===== src/rtl/hci_core_load_store_splitter_pkg.sv =====
// Shared types and defaults for the HCI-core load/store splitter.
// The route bit records which downstream path owns each granted transaction.
package hci_core_load_store_splitter_pkg;

    localparam int unsigned DEFAULT_DW = 32;
    localparam int unsigned DEFAULT_AW = 32;
    localparam int unsigned DEFAULT_BW = 8;
    localparam int unsigned DEFAULT_WW = 32;
    localparam int unsigned DEFAULT_UW = 1;

    typedef enum logic {
        HCI_LS_LOAD  = 1'b0,
        HCI_LS_STORE = 1'b1
    } hci_ls_route_e;

    // Response entry is {r_data, r_opc, r_user}.
    function automatic int unsigned hci_ls_resp_w(input int unsigned dw, input int unsigned uw);
        return dw + 1 + uw;
    endfunction

endpackage


===== src/rtl/hci_core_load_store_splitter_fifo.sv =====
// Flop-based FIFO with wrap-bit pointers; head is visible combinationally on o_rdata.
// Pushes while full and pops while empty are dropped; clear_i empties it synchronously.
module hci_ls_fifo #(
    parameter int unsigned WIDTH = 1,
    parameter int unsigned DEPTH = 4
) (
    input  logic             clk_i,
    input  logic             rst_ni,
    input  logic             clear_i,
    input  logic             i_push,
    input  logic [WIDTH-1:0] i_wdata,
    input  logic             i_pop,
    output logic [WIDTH-1:0] o_rdata,
    output logic             o_full,
    output logic             o_empty
);

    localparam int unsigned PW = $clog2(DEPTH);

    logic [DEPTH-1:0][WIDTH-1:0] r_mem;
    logic [PW:0]                 r_wptr;
    logic [PW:0]                 r_rptr;
    logic                        w_push;
    logic                        w_pop;

    assign o_empty = (r_wptr == r_rptr);
    assign o_full  = (r_wptr[PW] != r_rptr[PW]) && (r_wptr[PW-1:0] == r_rptr[PW-1:0]);
    assign o_rdata = r_mem[r_rptr[PW-1:0]];
    assign w_push  = i_push & ~o_full;
    assign w_pop   = i_pop & ~o_empty;

    always_ff @(posedge clk_i or negedge rst_ni) begin
        if (!rst_ni) begin
            r_mem  <= '0;
            r_wptr <= '0;
            r_rptr <= '0;
        end else if (clear_i) begin
            r_wptr <= '0;
            r_rptr <= '0;
        end else begin
            if (w_push) begin
                r_mem[r_wptr[PW-1:0]] <= i_wdata;
                r_wptr                <= r_wptr + (PW+1)'(1);
            end
            if (w_pop) begin
                r_rptr <= r_rptr + (PW+1)'(1);
            end
        end
    end

endmodule


===== src/rtl/hci_core_load_store_splitter.sv =====
// Splits one HCI-core initiator onto separate load (wen=1) and store (wen=0) masters and
// returns responses upstream strictly in grant order, buffering whichever path runs ahead.
module hci_core_load_store_splitter
    import hci_core_load_store_splitter_pkg::*;
#(
    parameter int unsigned DW            = DEFAULT_DW,
    parameter int unsigned AW            = DEFAULT_AW,
    parameter int unsigned BW            = DEFAULT_BW,
    parameter int unsigned WW            = DEFAULT_WW,
    parameter int unsigned OW            = 1,
    parameter int unsigned UW            = DEFAULT_UW,
    parameter int unsigned N_OUTSTANDING = 4
) (
    input  logic                     clk_i,
    input  logic                     rst_ni,
    input  logic                     clear_i,
    // upstream initiator
    input  logic                     i_in_req,
    output logic                     o_in_gnt,
    input  logic [AW-1:0]            i_in_add,
    input  logic                     i_in_wen,
    input  logic [DW/BW-1:0]         i_in_be,
    input  logic [DW-1:0]            i_in_data,
    input  logic [OW*(DW/WW)-1:0]    i_in_boffs,
    input  logic [UW-1:0]            i_in_user,
    input  logic                     i_in_lrdy,
    output logic                     o_in_r_valid,
    output logic [DW-1:0]            o_in_r_data,
    output logic                     o_in_r_opc,
    output logic [UW-1:0]            o_in_r_user,
    // load master
    output logic                     o_ld_req,
    input  logic                     i_ld_gnt,
    output logic [AW-1:0]            o_ld_add,
    output logic                     o_ld_wen,
    output logic [DW/BW-1:0]         o_ld_be,
    output logic [DW-1:0]            o_ld_data,
    output logic [OW*(DW/WW)-1:0]    o_ld_boffs,
    output logic [UW-1:0]            o_ld_user,
    output logic                     o_ld_lrdy,
    input  logic                     i_ld_r_valid,
    input  logic [DW-1:0]            i_ld_r_data,
    input  logic                     i_ld_r_opc,
    input  logic [UW-1:0]            i_ld_r_user,
    // store master
    output logic                     o_st_req,
    input  logic                     i_st_gnt,
    output logic [AW-1:0]            o_st_add,
    output logic                     o_st_wen,
    output logic [DW/BW-1:0]         o_st_be,
    output logic [DW-1:0]            o_st_data,
    output logic [OW*(DW/WW)-1:0]    o_st_boffs,
    output logic [UW-1:0]            o_st_user,
    output logic                     o_st_lrdy,
    input  logic                     i_st_r_valid,
    input  logic [DW-1:0]            i_st_r_data,
    input  logic                     i_st_r_opc,
    input  logic [UW-1:0]            i_st_r_user,
    // granted-but-unanswered transactions
    output logic [$clog2(N_OUTSTANDING):0] o_outstanding
);

    localparam int unsigned CW = $clog2(N_OUTSTANDING) + 1;
    localparam int unsigned SW = CW + 1;
    localparam int unsigned RW = hci_ls_resp_w(DW, UW);
    localparam logic [CW-1:0] FULL_CNT = CW'(N_OUTSTANDING);

    hci_ls_route_e          w_route;
    logic                   w_full;
    logic                   w_open;
    logic                   w_sel_gnt;
    logic                   w_grant;
    logic                   w_pop;
    logic [0:0]             w_route_rdata;
    logic                   w_head_idx;
    logic                   w_route_full;
    logic                   w_route_empty;
    logic [1:0]             w_rv;
    logic [1:0][RW-1:0]     w_resp_wdata;
    logic [1:0][RW-1:0]     w_resp_rdata;
    logic [1:0]             w_resp_full;
    logic [1:0]             w_resp_empty;
    logic [CW-1:0]          r_cnt;

    // ---------------- request path (combinational) ----------------
    assign w_route   = i_in_wen ? HCI_LS_LOAD : HCI_LS_STORE;
    assign w_full    = (r_cnt == FULL_CNT);
    assign w_open    = ~w_full & ~clear_i;
    assign w_sel_gnt = (w_route == HCI_LS_LOAD) ? i_ld_gnt : i_st_gnt;
    assign o_in_gnt  = i_in_req & w_sel_gnt & w_open;
    assign w_grant   = o_in_gnt;

    assign o_ld_req   = i_in_req & (w_route == HCI_LS_LOAD) & w_open;
    assign o_st_req   = i_in_req & (w_route == HCI_LS_STORE) & w_open;
    assign o_ld_add   = i_in_add;
    assign o_ld_wen   = i_in_wen;
    assign o_ld_be    = i_in_be;
    assign o_ld_data  = i_in_data;
    assign o_ld_boffs = i_in_boffs;
    assign o_ld_user  = i_in_user;
    assign o_st_add   = i_in_add;
    assign o_st_wen   = i_in_wen;
    assign o_st_be    = i_in_be;
    assign o_st_data  = i_in_data;
    assign o_st_boffs = i_in_boffs;
    assign o_st_user  = i_in_user;
    // The outstanding bound guarantees response buffer space.
    assign o_ld_lrdy  = 1'b1;
    assign o_st_lrdy  = 1'b1;

    // ---------------- grant-order bookkeeping ----------------
    hci_ls_fifo #(.WIDTH(1), .DEPTH(N_OUTSTANDING)) i_route_fifo (
        .clk_i   (clk_i),
        .rst_ni  (rst_ni),
        .clear_i (clear_i),
        .i_push  (w_grant),
        .i_wdata (w_route),
        .i_pop   (w_pop),
        .o_rdata (w_route_rdata),
        .o_full  (w_route_full),
        .o_empty (w_route_empty)
    );

    always_ff @(posedge clk_i or negedge rst_ni) begin
        if (!rst_ni) begin
            r_cnt <= '0;
        end else if (clear_i) begin
            r_cnt <= '0;
        end else if (w_grant & ~w_pop) begin
            r_cnt <= r_cnt + CW'(1);
        end else if (~w_grant & w_pop) begin
            r_cnt <= r_cnt - CW'(1);
        end
    end

    assign o_outstanding = r_cnt;

    // ---------------- per-path response capture ----------------
    assign w_rv         = {i_st_r_valid, i_ld_r_valid};
    assign w_resp_wdata = {{i_st_r_data, i_st_r_opc, i_st_r_user},
                           {i_ld_r_data, i_ld_r_opc, i_ld_r_user}};

    for (genvar p = 0; p < 2; p++) begin : g_path
        logic [CW-1:0] r_await;
        logic [SW-1:0] r_stale;
        logic          w_stale_hit;
        logic          w_take;
        logic          w_path_gnt;

        // Responses owed to transactions dropped by clear_i arrive first; swallow them.
        assign w_stale_hit = (r_stale != '0);
        assign w_take      = w_rv[p] & ~w_stale_hit & ~clear_i;
        assign w_path_gnt  = w_grant & (w_route == hci_ls_route_e'(1'(p)));

        always_ff @(posedge clk_i or negedge rst_ni) begin
            if (!rst_ni) begin
                r_await <= '0;
                r_stale <= '0;
            end else if (clear_i) begin
                r_await <= '0;
                r_stale <= r_stale + SW'(r_await) - SW'(w_rv[p]);
            end else begin
                r_await <= r_await + CW'(w_path_gnt) - CW'(w_rv[p] & ~w_stale_hit);
                if (w_rv[p] & w_stale_hit) begin
                    r_stale <= r_stale - SW'(1);
                end
            end
        end

        hci_ls_fifo #(.WIDTH(RW), .DEPTH(N_OUTSTANDING)) i_resp_fifo (
            .clk_i   (clk_i),
            .rst_ni  (rst_ni),
            .clear_i (clear_i),
            .i_push  (w_take),
            .i_wdata (w_resp_wdata[p]),
            .i_pop   (w_pop & (w_head_idx == 1'(p))),
            .o_rdata (w_resp_rdata[p]),
            .o_full  (w_resp_full[p]),
            .o_empty (w_resp_empty[p])
        );

        a_rv_owed: assert property (@(posedge clk_i) disable iff (!rst_ni)
            w_rv[p] |-> (r_await != '0 || r_stale != '0));
        a_resp_room: assert property (@(posedge clk_i) disable iff (!rst_ni)
            w_take |-> !w_resp_full[p]);
    end

    a_route_room: assert property (@(posedge clk_i) disable iff (!rst_ni)
        w_grant |-> !w_route_full);

    // ---------------- in-order response return ----------------
    assign w_head_idx   = w_route_rdata[0];
    assign o_in_r_valid = ~w_route_empty & ~w_resp_empty[w_head_idx];
    assign w_pop        = o_in_r_valid & i_in_lrdy & ~clear_i;
    assign {o_in_r_data, o_in_r_opc, o_in_r_user} = o_in_r_valid ? w_resp_rdata[w_head_idx] : '0;

endmodule


===== config.mk =====
export PLATFORM = sky130hd
export DESIGN_NAME = hci_core_load_store_splitter
export DESIGN_NICKNAME = d
export VERILOG_FILES = /design/src/rtl/hci_core_load_store_splitter_pkg.sv /design/src/rtl/hci_core_load_store_splitter_fifo.sv /design/src/rtl/hci_core_load_store_splitter.sv
export SDC_FILE = /design/constraint.sdc
export NUM_CORES = 1
export LEC_CHECK = 0
export CAP_MARGIN = 20
export CORE_ASPECT_RATIO = 0.6
export CORE_MARGIN = 5
export CORE_UTILIZATION = 43
export DETAILED_ROUTE_END_ITERATION = 10
export PLACE_DENSITY_LB_ADDON = 0.3
export SYNTH_ARGS = -nofsm -noshare
export SYNTH_HDL_FRONTEND = slang
export SYNTH_SLANG_ARGS = --single-unit

===== constraint.sdc =====
create_clock -name clk_i -period 2.4 [get_ports clk_i]
set_input_delay 0.48 -clock clk_i [delete_from_list [all_inputs] [get_ports clk_i]]
set_output_delay 0.48 -clock clk_i [all_outputs]
set_load 0.05 [all_outputs]

==> flow_metrics.env, run 1 <==
export IMPL_outcome="complete, but fails checks"
export IMPL_failed_checks="setup timing"
export IMPL_maximum_number_of_pins_on_one_net_before_global_route_repair=104
export IMPL_detailed_place_area_um2=18170
export IMPL_clock_sinks=311
export IMPL_cts_buffers=30
export IMPL_clock_latency_ns=0.56
export IMPL_end_kind="output port"
export IMPL_worst_hold_slack_ns=0.2982
export IMPL_register_to_register_path_setup_slack_ns=-0.18
export IMPL_global_route_wire_length_before_repair_um=58180
export IMPL_vdd_drop_max_uv=455.7
export IMPL_final_period_utilization=1.277
export IMPL_timing_critical_path_mode_cell="sky130_fd_sc_hd__buf_12"
export IMPL_viasPerCell=5.208
export IMPL_cp_top_family="buffers and inverters"
export IMPL_worst_clock_skew_ns=0.008158
export IMPL_worstHoldPathType="in -> async"
export IMPL_stdcell_count=1743
export IMPL_tritoncts="done"
export IMPL_boundaryPins=333
export IMPL_timing_final_hold_violations=0
export IMPL_fillerInstances=3063
export IMPL_htreeDepth=1
export IMPL_synthCells=1165
export IMPL_dr_first_iter_drc_count=461
export IMPL_path_class="reg -> out"
export IMPL_setup_crit_start_kind="register"
export IMPL_floorplan_die_area_um2=41420
export IMPL_detailedPlace_worstSlack_ns=-0.3013
export IMPL_final_setup_viol_count=37
export IMPL_max_cap_viol_count=0
export IMPL_final_seq_area_um2=7791
export IMPL_slew_viol_final=0
export IMPL_r2r_start="i_route_fifo.r_rptr[0]$_DFFE_PN0P_"
export IMPL_gp_congestion=0.7454
export IMPL_cts_path_max_buffers=3
export IMPL_cp_required_ns=1.92
export IMPL_max_transition_margin=0.5747
export IMPL_worst_setup_path_start="i_route_fifo.r_rptr[0]$_DFFE_PN0P_"
export IMPL_floorplan_initialDensity=0.4383
export IMPL_syn_to_final_growth_pct=21.20
export IMPL_synth_cell_area_um2=16050
export IMPL_post_synth_cell_types=46
export IMPL_rows=54
export IMPL_synth_yosys_seq_area_share=0.4848
export IMPL_ratio_of_cells_with_drive_above_1_in_the_final_layout=0.4770
export IMPL_finish_net_count=1403
export IMPL_cp_num_buf_inv=4
export IMPL_register_bit_total_from_synthesis=311
export IMPL_worst_endpoint_arrival_ns=2.59
export IMPL_first_pass_iters=6
export IMPL_leakage_nw=9.057
export IMPL_worst_setup_hold_path_clk_slew_ns=0.06
export IMPL_series_of_cell_instances_along_the_critical_path="mux4_2, buf_6, o31a_1, o22ai_4, buf_12, clkbuf_16, nor2_4, buf_12"
export IMPL_detail_route_antenna_nets=0
export IMPL_overflow=0
export IMPL_tightest_slew_ns=0.6380
export IMPL_mean_syn_cell_area_um2=13.78
export IMPL_crit_path_max_incr_delay_ns=0.55
export IMPL_number_of_antenna_violations_at_the_first_check_in_global_routing=2
export IMPL_regToRegEndpoint="o_outstanding[2]$_DFFE_PN0P_"
export IMPL_fmaxAchievable_mhz=326.2
export IMPL_drc=0
export IMPL_avgRoutedWirePerCell_um=20.75
export IMPL_power_density_nw_per_um2=796.9
export IMPL_cts_root_buf="sky130_fd_sc_hd__clkbuf_16"
export IMPL_total_placed_cells_including_tap_cells=1672
export IMPL_minimum_period_implied_by_the_final_worst_setup_slack_ns=3.066
export IMPL_core_area_um2=36620
export IMPL_port_buffer_count=120
export IMPL_critical_path_depth=8
export IMPL_critical_path_endpoint="o_in_r_data[21]"
export IMPL_fp_dieW_um=259.4
export IMPL_worst_path_max_delay_cell="sky130_fd_sc_hd__mux4_2"
export IMPL_globalRouteTotalUtil=0.1757
export IMPL_postLayoutSetupSlackWorst_ns=-0.6656
export IMPL_grt_pass1_vias=9967
export IMPL_yosysWarningCount=0
export IMPL_post_route_cell_area_um2=19450
export IMPL_reg2reg_depth=9
export IMPL_die_y_um=159.7
export IMPL_timing_critical_path_fanout_max=7
export IMPL_rsz0062_at_grt="true"
export IMPL_multiInputGateArea_um2=7101
export IMPL_num_vias=9077
export IMPL_dpl_hpwl_um=24700
export IMPL_finalWirelength_um=36170
-- through the flow --
stage | setup TNS, ns | utilization | total power [mW]
floorplan | -1.188 | - | 10.03
global placement | -6.350 | 0.4962 | 10.61
detailed placement | -11.29 | 0.4962 | 10.71
CTS | -23.88 | 0.5295 | 15.67
global route | -25.51 | 0.5313 | 16.40
finish | -22.25 | 0.5313 | 15.50
-- placed cells by master, fill, tap and decap left out, drive strengths merged, types with 3 or more instances in the layout --
cell type	instances
a21oi	5
a31oi	5
buf	132
clkbuf	46
clkdlybuf4s50	78
clkinv	5
clkinvlp	3
dfrtp	311
fa	5
ha	35
inv	43
mux2	277
mux2i	44
mux4	69
nand2	23
nand2b	4
nand3	4
nor2	60
nor2b	7
o21ai	6
o31ai	4
xnor2	25
xor2	12
-- where the power goes --
group	leakage (nW)	switching (mW)	total, mW	internal (mW)
Sequential	4.21	0.452	6.52	6.07
Combinational	4.37	1.88	4.19	2.31
Clock	0.483	2.03	4.79	2.76
-- how the worst min path moves through the flow --
| stage | end | slack [ns] | cells after the start |
|---|---|---|---|
| final | g_path[0].i_resp_fifo.r_mem[11]$_DFFE_PN0P_ | 0.30 | 2 |
| after global routing | g_path[0].i_resp_fifo.r_mem[11]$_DFFE_PN0P_ | 0.27 | 2 |
| after CTS | g_path[0].i_resp_fifo.r_mem[11]$_DFFE_PN0P_ | 0.27 | 2 |
| after detailed placement | g_path[0].i_resp_fifo.r_mem[11]$_DFFE_PN0P_ | 0.28 | 1 |
| after global placement | g_path[0].i_resp_fifo.r_mem[11]$_DFFE_PN0P_ | 0.28 | 1 |
| after floorplan | g_path[0].i_resp_fifo.r_mem[0]$_DFFE_PN0P_ | 0.18 | 0 |
-- state kept, by name (all words and copies together) (netlist names) --
| name | flops |
|---|---|
| o_outstanding | 3 |
| i_route_fifo.r_wptr | 3 |
| i_route_fifo.r_mem | 4 |
| g_path.r_stale | 8 |
| g_path.r_await | 6 |
| g_path.i_resp_fifo.r_wptr | 6 |
| i_route_fifo.r_rptr | 3 |
| g_path.i_resp_fifo.r_mem | 272 |
| g_path.i_resp_fifo.r_rptr | 6 |
-- per-layer routing --
layer / global-route usage / up-vias / share of wire
met2: 0.2694 / 224 / 0.45
met4: 0.02976 / 0 / 0.017
met3: 0.04435 / 42 / 0.050
met1: 0.2591 / 4728 / 0.48
li1: - / 4083 / -
met5: 0 / - / 0
-- cell usage after synthesis (all sizes together) --
master   count  area share
dfrtp      311        0.48
mux2       277        0.19
buf        186       0.080
mux4        69       0.097
nor2        60       0.014
inv         44       0.010
mux2i       44       0.027
ha          35       0.027
xnor2       25       0.014
nand2       23      0.0066
xor2        12      0.0065
clkbuf      10      0.0023
nor2b        7      0.0027
o21ai        6      0.0019
a21oi        5      0.0023
a31oi        5      0.0019
fa           5      0.0062
nand2b       4      0.0016
nand3        4      0.0012
o31ai        4      0.0022
a211oi       2     0.00094
a21o         2     0.00094
a22oi        2     0.00094
a311oi       2      0.0026
a31o         2      0.0011
and2         2     0.00078
nand4bb      2      0.0014
nor3         2     0.00062
nor4         2     0.00078
o211ai       2     0.00094
o31a         2      0.0011
a21boi       1     0.00047
and3         1     0.00039
conb         1     0.00023
nand3b       1     0.00047
o22ai        1     0.00078
or3          1     0.00039
or3b         1     0.00055
-- what timing repair did --
item	in CTS	in global routing
endpoints found under the setup margin	38	41
gates cloned	2	1
gates resized for setup	20	10
hold buffers	1	0
setup buffers	10	2
pin swaps	4	9
hold endpoints to repair	126	0
-- cells by family (layout without fill, tap and decap cells) --
group | after synthesis | count (layout) | share of synthesized area
xor gates and xnor gates | 37 | 37 | 0.02019
and+or+nand+nor | 110 | 110 | 0.03157
DFF | 311 | 311 | 0.4848
AOI/OAI and AO/OA | 36 | 36 | 0.01801
adders and majority gates | 40 | 40 | 0.03352
other | 1 | 4 | 0.0002336
muxes | 390 | 390 | 0.3186
buffers and inverters | 240 | 311 | 0.09307
-- layout make-up --
class / count / area share
repair buffers: 213 / 0.1424
clock inverters: 9 / 0.005145
well taps: 504 / 0.03241
flip-flops and latches: 311 / 0.4005
diodes: 2 / 0.0002573
clock buffers: 45 / 0.04566
inverters: 44 / 0.008682
multi-input cells: 615 / 0.3650
(Power assumes the default switching activity.)
==> run 2: changes to the inputs <==
Settings changed: SETUP_SLACK_MARGIN from default to 0.05.
==> run 2 against run 1 <==
Via count shrank 1.1%. First-iteration DRC count grew 19%. Combinational power shrank 2%. Sequential power is essentially flat. Largest power group unchanged. Setup slack gained 0.096 ns. Register-to-register slack lost 0.05 ns. Clock power grew 2%. Highest routed layer unchanged. Final cell count shrank 0.63%. Largest cell class unchanged. The run still ends with setup timing left.
==> flow_metrics.env, run 2 (synthesis results as in run 1) <==
export IMPL_layout_cells_most_common="sky130_fd_sc_hd__dfrtp_1"
export IMPL_num_vias=8976
export IMPL_worstHoldPathType="in -> reg"
export IMPL_crit_path_max_incr_delay_ns=0.60
export IMPL_worst_setup_hold_path_clk_slew_ns=0.07
export IMPL_grt_pass1_vias=9797
export IMPL_die_y_um=159.7
export IMPL_number_of_antenna_violations_at_the_first_check_in_global_routing=0
export IMPL_cp_required_ns=1.92
export IMPL_cp_top_family="multiplexers"
export IMPL_timing_critical_path_fanout_max=7
export IMPL_multiInputGateArea_um2=7096
export IMPL_floorplan_die_area_um2=41420
export IMPL_final_seq_area_um2=7791
export IMPL_port_buffer_count=120
export IMPL_max_transition_margin=0.6469
export IMPL_boundaryPins=333
export IMPL_highest_signal_layer="met4"
export IMPL_clock_latency_ns=0.57
export IMPL_cts_root_buf="sky130_fd_sc_hd__clkbuf_16"
export IMPL_tritoncts="done"
export IMPL_path_class="reg -> out"
export IMPL_totalPowerFinal_mw=15.51
export IMPL_core_area_um2=36620
export IMPL_flip_flop_count_of_the_largest_register_all_copies_and_words_added=272
export IMPL_minimum_period_implied_by_the_final_worst_setup_slack_ns=2.970
export IMPL_fp_dieW_um=259.4
export IMPL_vdd_drop_max_uv=536.5
export IMPL_total_placed_cells_including_tap_cells=1668
export IMPL_largest_reg_by_ff_count="g_path.i_resp_fifo.r_mem"
export IMPL_detail_route_wirelength_met1_um=17550
export IMPL_met2RoutedLength_um=16330
export IMPL_avgRoutedWirePerCell_um=20.92
export IMPL_global_route_wire_length_before_repair_um=58260
export IMPL_met3_wirelength_um=1793
export IMPL_hold_path_cell_count=3
export IMPL_failed_checks="setup timing"
export IMPL_overflow=0
export IMPL_critical_path_endpoint="o_in_r_data[28]"
export IMPL_cp_num_buf_inv=3
export IMPL_worst_clock_skew_ns=0.01213
export IMPL_outcome="complete, but fails checks"
export IMPL_htreeDepth=1
export IMPL_stdcell_count=1732
export IMPL_timing_critical_path_mode_cell="sky130_fd_sc_hd__buf_12"
export IMPL_globalRouteTotalUtil=0.1754
export IMPL_leakage_nw=8.979
export IMPL_critical_path_depth=7
export IMPL_end_kind="output port"
export IMPL_first_pass_iters=4
export IMPL_antennaDiodeCount=0
export IMPL_rows=54
export IMPL_r2r_start="i_route_fifo.r_rptr[0]$_DFFE_PN0P_"
export IMPL_worst_path_max_delay_cell="sky130_fd_sc_hd__mux4_2"
export IMPL_finish_net_count=1396
export IMPL_viasPerCell=5.182
export IMPL_fillerInstances=3043
export IMPL_ratio_of_cells_with_drive_above_1_in_the_final_layout=0.4796
export IMPL_regToRegEndpoint="o_outstanding[2]$_DFFE_PN0P_"
export IMPL_syn_to_final_growth_pct=19.92
export IMPL_power_density_nw_per_um2=805.8
export IMPL_final_period_utilization=1.237
export IMPL_tightest_slew_ns=0.5259
export IMPL_setup_crit_start_kind="register"
export IMPL_timing_final_hold_violations=0
export IMPL_register_to_register_path_setup_slack_ns=-0.23
export IMPL_finalWirelength_um=36240
export IMPL_postLayoutSetupSlackWorst_ns=-0.5700
export IMPL_maximum_number_of_pins_on_one_net_before_global_route_repair=66
export IMPL_dr_first_iter_drc_count=549
export IMPL_final_setup_viol_count=37
export IMPL_rsz0062_at_grt="true"
export IMPL_dpl_hpwl_um=24320
export IMPL_drc=0
export IMPL_max_cap_viol_count=0
export IMPL_fmaxAchievable_mhz=336.7
export IMPL_worst_endpoint_arrival_ns=2.49
export IMPL_series_of_cell_instances_along_the_critical_path="mux4_2, a31oi_4, o22ai_4, buf_12, clkbuf_16, nor2_4, buf_12"
export IMPL_gp_congestion=0.7607
export IMPL_worst_setup_path_start="i_route_fifo.r_rptr[0]$_DFFE_PN0P_"
export IMPL_reg2reg_depth=9
export IMPL_detail_route_antenna_nets=0
export IMPL_final_cell_mix="sky130_fd_sc_hd__dfrtp_1 (304), sky130_fd_sc_hd__mux2_2 (273), sky130_fd_sc_hd__clkdlybuf4s50_1 (75)"
export IMPL_cts_buffers=30
export IMPL_clock_sinks=311
export IMPL_detailedPlace_worstSlack_ns=-0.2918
export IMPL_slew_viol_final=0
export IMPL_cts_path_max_buffers=3
export IMPL_largest_registers="g_path.i_resp_fifo.r_mem x272, g_path.r_stale x8"
export IMPL_floorplan_initialDensity=0.4383
run 2: stage by stage:
stage	util	hold slack (ns)	instance area, µm²	setup TNS [ns]
final	0.5257	0.4145	19250	-18.91
after global routing	0.5257	0.4044	19250	-23.49
after CTS	0.5230	0.3852	19150	-19.97
after detailed placement	0.4930	0.4390	18050	-11.60
after global placement	0.4930	0.4329	18050	-9.698
after floorplan	-	0.1844	16370	-1.186
run 2: final cells by class:
type | instances | share of cell area
clock inverter | 13 | 0.007930
timing repair buffer | 206 | 0.1326
inverter | 44 | 0.008905
sequential | 311 | 0.4047
tap | 504 | 0.03276
clock buffer | 39 | 0.04446
multi-input combinational | 615 | 0.3686
run 2: worst min-delay path by stage:
stage	startpoint	to	slack, ns
floorplan	rst_ni	g_path[0].i_resp_fifo.r_mem[0]$_DFFE_PN0P_	0.18
global placement	rst_ni	g_path[0].i_resp_fifo.r_mem[6]$_DFFE_PN0P_	0.43
detailed placement	rst_ni	g_path[0].i_resp_fifo.r_mem[40]$_DFFE_PN0P_	0.44
CTS	clear_i	g_path[1].i_resp_fifo.r_rptr[2]$_DFFE_PN0P_	0.39
global route	clear_i	g_path[0].i_resp_fifo.r_wptr[1]$_DFFE_PN0P_	0.40
finish	clear_i	g_path[0].i_resp_fifo.r_wptr[1]$_DFFE_PN0P_	0.41
run 2: routing by layer:
layer  up-vias  track usage
li1       4066            -
met1      4639       0.2674
met2       219       0.2650
met3        52      0.03883
met4         0      0.02568
met5         -            0
run 2: power by group:
part | switching, mW | internal, mW | total (mW) | leakage, nW
logic | 1.88 | 2.23 | 4.11 | 4.27
clock network | 2.05 | 2.82 | 4.87 | 0.496
registers | 0.459 | 6.07 | 6.53 | 4.21
total | 4.38 | 11.1 | 15.5 | 8.98
run 2: what timing repair did:
action                                  in CTS  in global routing
gates cloned                                 0                  1
endpoints found under the hold margin       47                  0
gates resized for setup                     13                  6
pin swaps                                    3                  4
setup buffers                                5                  5
hold buffers                                 1                  0
endpoints found under the setup margin      40                 45
run 2: worst min-delay path: stages:
cell and delay [ns]:
sky130_fd_sc_hd__buf_2 0.11, sky130_fd_sc_hd__buf_4 0.22, sky130_fd_sc_hd__nor2_1 0.12
==> run 3: changes to the inputs <==
Settings changed: PLACE_DENSITY from default to 0.69, PLACE_DENSITY_LB_ADDON 0.3 to default.
Clock period 2.4 ns to 3.5 ns, I/O delays scaled along.
==> run 3 against run 2 <==
Hold slack got worse by 0.29 ns. Sequential power decreased by 31%. Setup slack improved by 0.73 ns. Largest cell class unchanged. Global-route usage increased by 0.064 points. Die area unchanged. Non-clock buffer count decreased by 56. Register-to-register slack improved by 0.70 ns. Total power decreased by 34%. The flow now finishes without violations. Clock power decreased by 35%. Final cell count decreased by 3.3%.
==> flow_metrics.env, run 3 (synthesis results as in run 1) <==
export IMPL_cts_root_buf="sky130_fd_sc_hd__clkbuf_16"
export IMPL_port_buffer_count=120
export IMPL_fillerInstances=3204
export IMPL_worst_setup_hold_path_clk_slew_ns=0.06
export IMPL_htreeDepth=1
export IMPL_tritoncts="done"
export IMPL_floorplan_initialDensity=0.4383
export IMPL_final_period_utilization=0.9546
export IMPL_total_setup_buffers_inserted_after_cts=0
export IMPL_dr_first_iter_drc_count=471
export IMPL_crit_path_max_incr_delay_ns=0.61
export IMPL_dpl_hpwl_um=24720
export IMPL_multiInputGateArea_um2=6812
export IMPL_max_transition_margin=0.4961
export IMPL_boundaryPins=333
export IMPL_floorplan_die_area_um2=41420
export IMPL_vdd_drop_max_uv=273.7
export IMPL_largest_reg_by_ff_count="g_path.i_resp_fifo.r_mem"
export IMPL_worst_clock_skew_ns=0.01029
export IMPL_postCtsHoldBufs=0
export IMPL_cp_required_ns=2.80
export IMPL_rsz0062_at_grt="true"
export IMPL_clock_latency_ns=0.56
export IMPL_path_class="reg -> out"
export IMPL_num_vias=8846
export IMPL_post_route_cell_area_um2=17970
export IMPL_final_seq_area_um2=7787
export IMPL_power_density_nw_per_um2=565.6
export IMPL_final_setup_viol_count=0
export IMPL_ratio_of_cells_with_drive_above_1_in_the_final_layout=0.4091
export IMPL_largest_registers="g_path.i_resp_fifo.r_mem x272, g_path.r_stale x8"
export IMPL_overflow=0
export IMPL_worst_endpoint_arrival_ns=2.64
export IMPL_detail_route_antenna_nets=0
export IMPL_layout_cells_most_common="sky130_fd_sc_hd__dfrtp_1"
export IMPL_tightest_slew_ns=0.7558
export IMPL_grt_pass1_vias=9716
export IMPL_cts_buffers=30
export IMPL_postLayoutSetupSlackWorst_ns=0.1589
export IMPL_cts_path_max_buffers=3
export IMPL_detailed_place_area_um2=17000
export IMPL_gp_congestion=0.7617
export IMPL_worstHoldPathType="in -> async"
export IMPL_number_of_antenna_violations_at_the_first_check_in_global_routing=1
export IMPL_avgRoutedWirePerCell_um=21.60
export IMPL_setup_crit_start_kind="register"
export IMPL_worst_path_max_delay_cell="sky130_fd_sc_hd__mux4_2"
export IMPL_first_pass_iters=4
export IMPL_outcome="finished, final reports clean"
export IMPL_worst_setup_path_start="i_route_fifo.r_rptr[0]$_DFFE_PN0P_"
export IMPL_finalWirelength_um=36190
export IMPL_final_cell_mix="sky130_fd_sc_hd__dfrtp_1 (307), sky130_fd_sc_hd__mux2_2 (273), sky130_fd_sc_hd__clkdlybuf4s50_1 (80)"
export IMPL_die_y_um=159.7
export IMPL_syn_to_final_growth_pct=11.95
export IMPL_globalRouteTotalUtil=0.1761
export IMPL_timing_final_hold_violations=0
export IMPL_flip_flop_count_of_the_largest_register_all_copies_and_words_added=272
export IMPL_global_route_wire_length_before_repair_um=58040
export IMPL_series_of_cell_instances_along_the_critical_path="mux4_2, a31oi_4, o22ai_4, buf_4, nor2_1, buf_12"
export IMPL_fmaxAchievable_mhz=299.3
export IMPL_clock_sinks=311
export IMPL_finish_net_count=1340
export IMPL_r2r_start="i_route_fifo.r_rptr[0]$_DFFE_PN0P_"
export IMPL_fin_util=0.4907
export IMPL_viasPerCell=5.281
export IMPL_end_kind="output port"
export IMPL_drc=0
export IMPL_minimum_period_implied_by_the_final_worst_setup_slack_ns=3.341
export IMPL_rows=54
export IMPL_detailedPlace_worstSlack_ns=0.3799
export IMPL_max_cap_viol_count=0
export IMPL_antennaDiodeCount=0
export IMPL_leakage_nw=8.498
export IMPL_timing_critical_path_fanout_max=18
export IMPL_fin_setup_tns_ns=0
export IMPL_slew_viol_final=0
export IMPL_fp_dieW_um=259.4
export IMPL_maximum_number_of_pins_on_one_net_before_global_route_repair=87
export IMPL_core_area_um2=36620
export IMPL_totalPowerFinal_mw=10.16
run 3: cell count changes in the layout (fill, tap and decap cells not counted), moves of 4 or more:
| cell | change |
|---|---|
| sky130_fd_sc_hd__nor2_1 | +31 |
| sky130_fd_sc_hd__buf_6 | -4 |
| sky130_fd_sc_hd__buf_12 | -38 |
| sky130_fd_sc_hd__buf_4 | -15 |
| sky130_fd_sc_hd__clkbuf_1 | +5 |
| sky130_fd_sc_hd__clkdlybuf4s50_1 | +5 |
| sky130_fd_sc_hd__nor2_4 | -31 |
run 3: final cells by class:
class,count,area share
tap,504,0.03509
clock inverter,6,0.003064
inverter,44,0.009191
timing repair buffer,150,0.09080
clock buffer,45,0.04944
multi-input combinational,615,0.3791
sequential,311,0.4334
run 3: metal layers:
layer  track usage  wire, µm  vias up
li1              -         -     3942
met1        0.2675     17540     4627
met2        0.2628     16290      233
met3       0.04514      1848       42
met4       0.02544       500        2
met5             0        11        -
run 3: path summary, 6_finish.rpt:
| check | to | slack, ns | depth (start not counted) |
|---|---|---|---|
| hold reg to reg | i_route_fifo.r_mem[3]$_DFFE_PN0P_ | 0.49 | 2 |
| setup / recovery | o_in_r_data[19] | 0.16 | 6 |
| hold / removal | g_path[0].i_resp_fifo.r_mem[5]$_DFFE_PN0P_ | 0.12 | 1 |
| setup reg to reg | o_outstanding[2]$_DFFE_PN0P_ | 0.47 | 9 |
| min in group clk_i | i_route_fifo.r_mem[3]$_DFFE_PN0P_ | 0.49 | 2 |
| max in group asynchronous | g_path[1].i_resp_fifo.r_mem[111]$_DFFE_PN0P_ | 2.39 | 2 |
run 3: repair_timing:
item,4_1_cts,5_1_grt
endpoints found under the setup margin,29,34
hold endpoints to repair,0,0
gates cloned,0,0
resized for setup,2,4
run 3: where the power goes:
part           switching [mW]  total, mW  internal [mW]
combinational            1.11       2.50           1.39
sequential              0.323       4.49           4.16
clock                    1.37       3.17           1.81
total                    2.80       10.2           7.36
run 3: critical path: cells and delay by family, from the launching register on:
| family | cells | cell delay, ns |
|---|---|---|
| mux | 1 | 0.61 |
| buf+inv | 2 | 0.40 |
| compound gates | 2 | 0.33 |
| flops | 1 | 0.46 |
| simple gates | 1 | 0.25 |
run 3: metrics by stage:
step           hold slack [ns]  std cells
2_1_floorplan           0.4044       1166
3_3_place_gp            0.4685       1624
3_5_place_dp            0.4745       1624
4_1_cts                 0.1604       1675
5_1_grt                 0.1560       1675
6_report                0.1241       1675
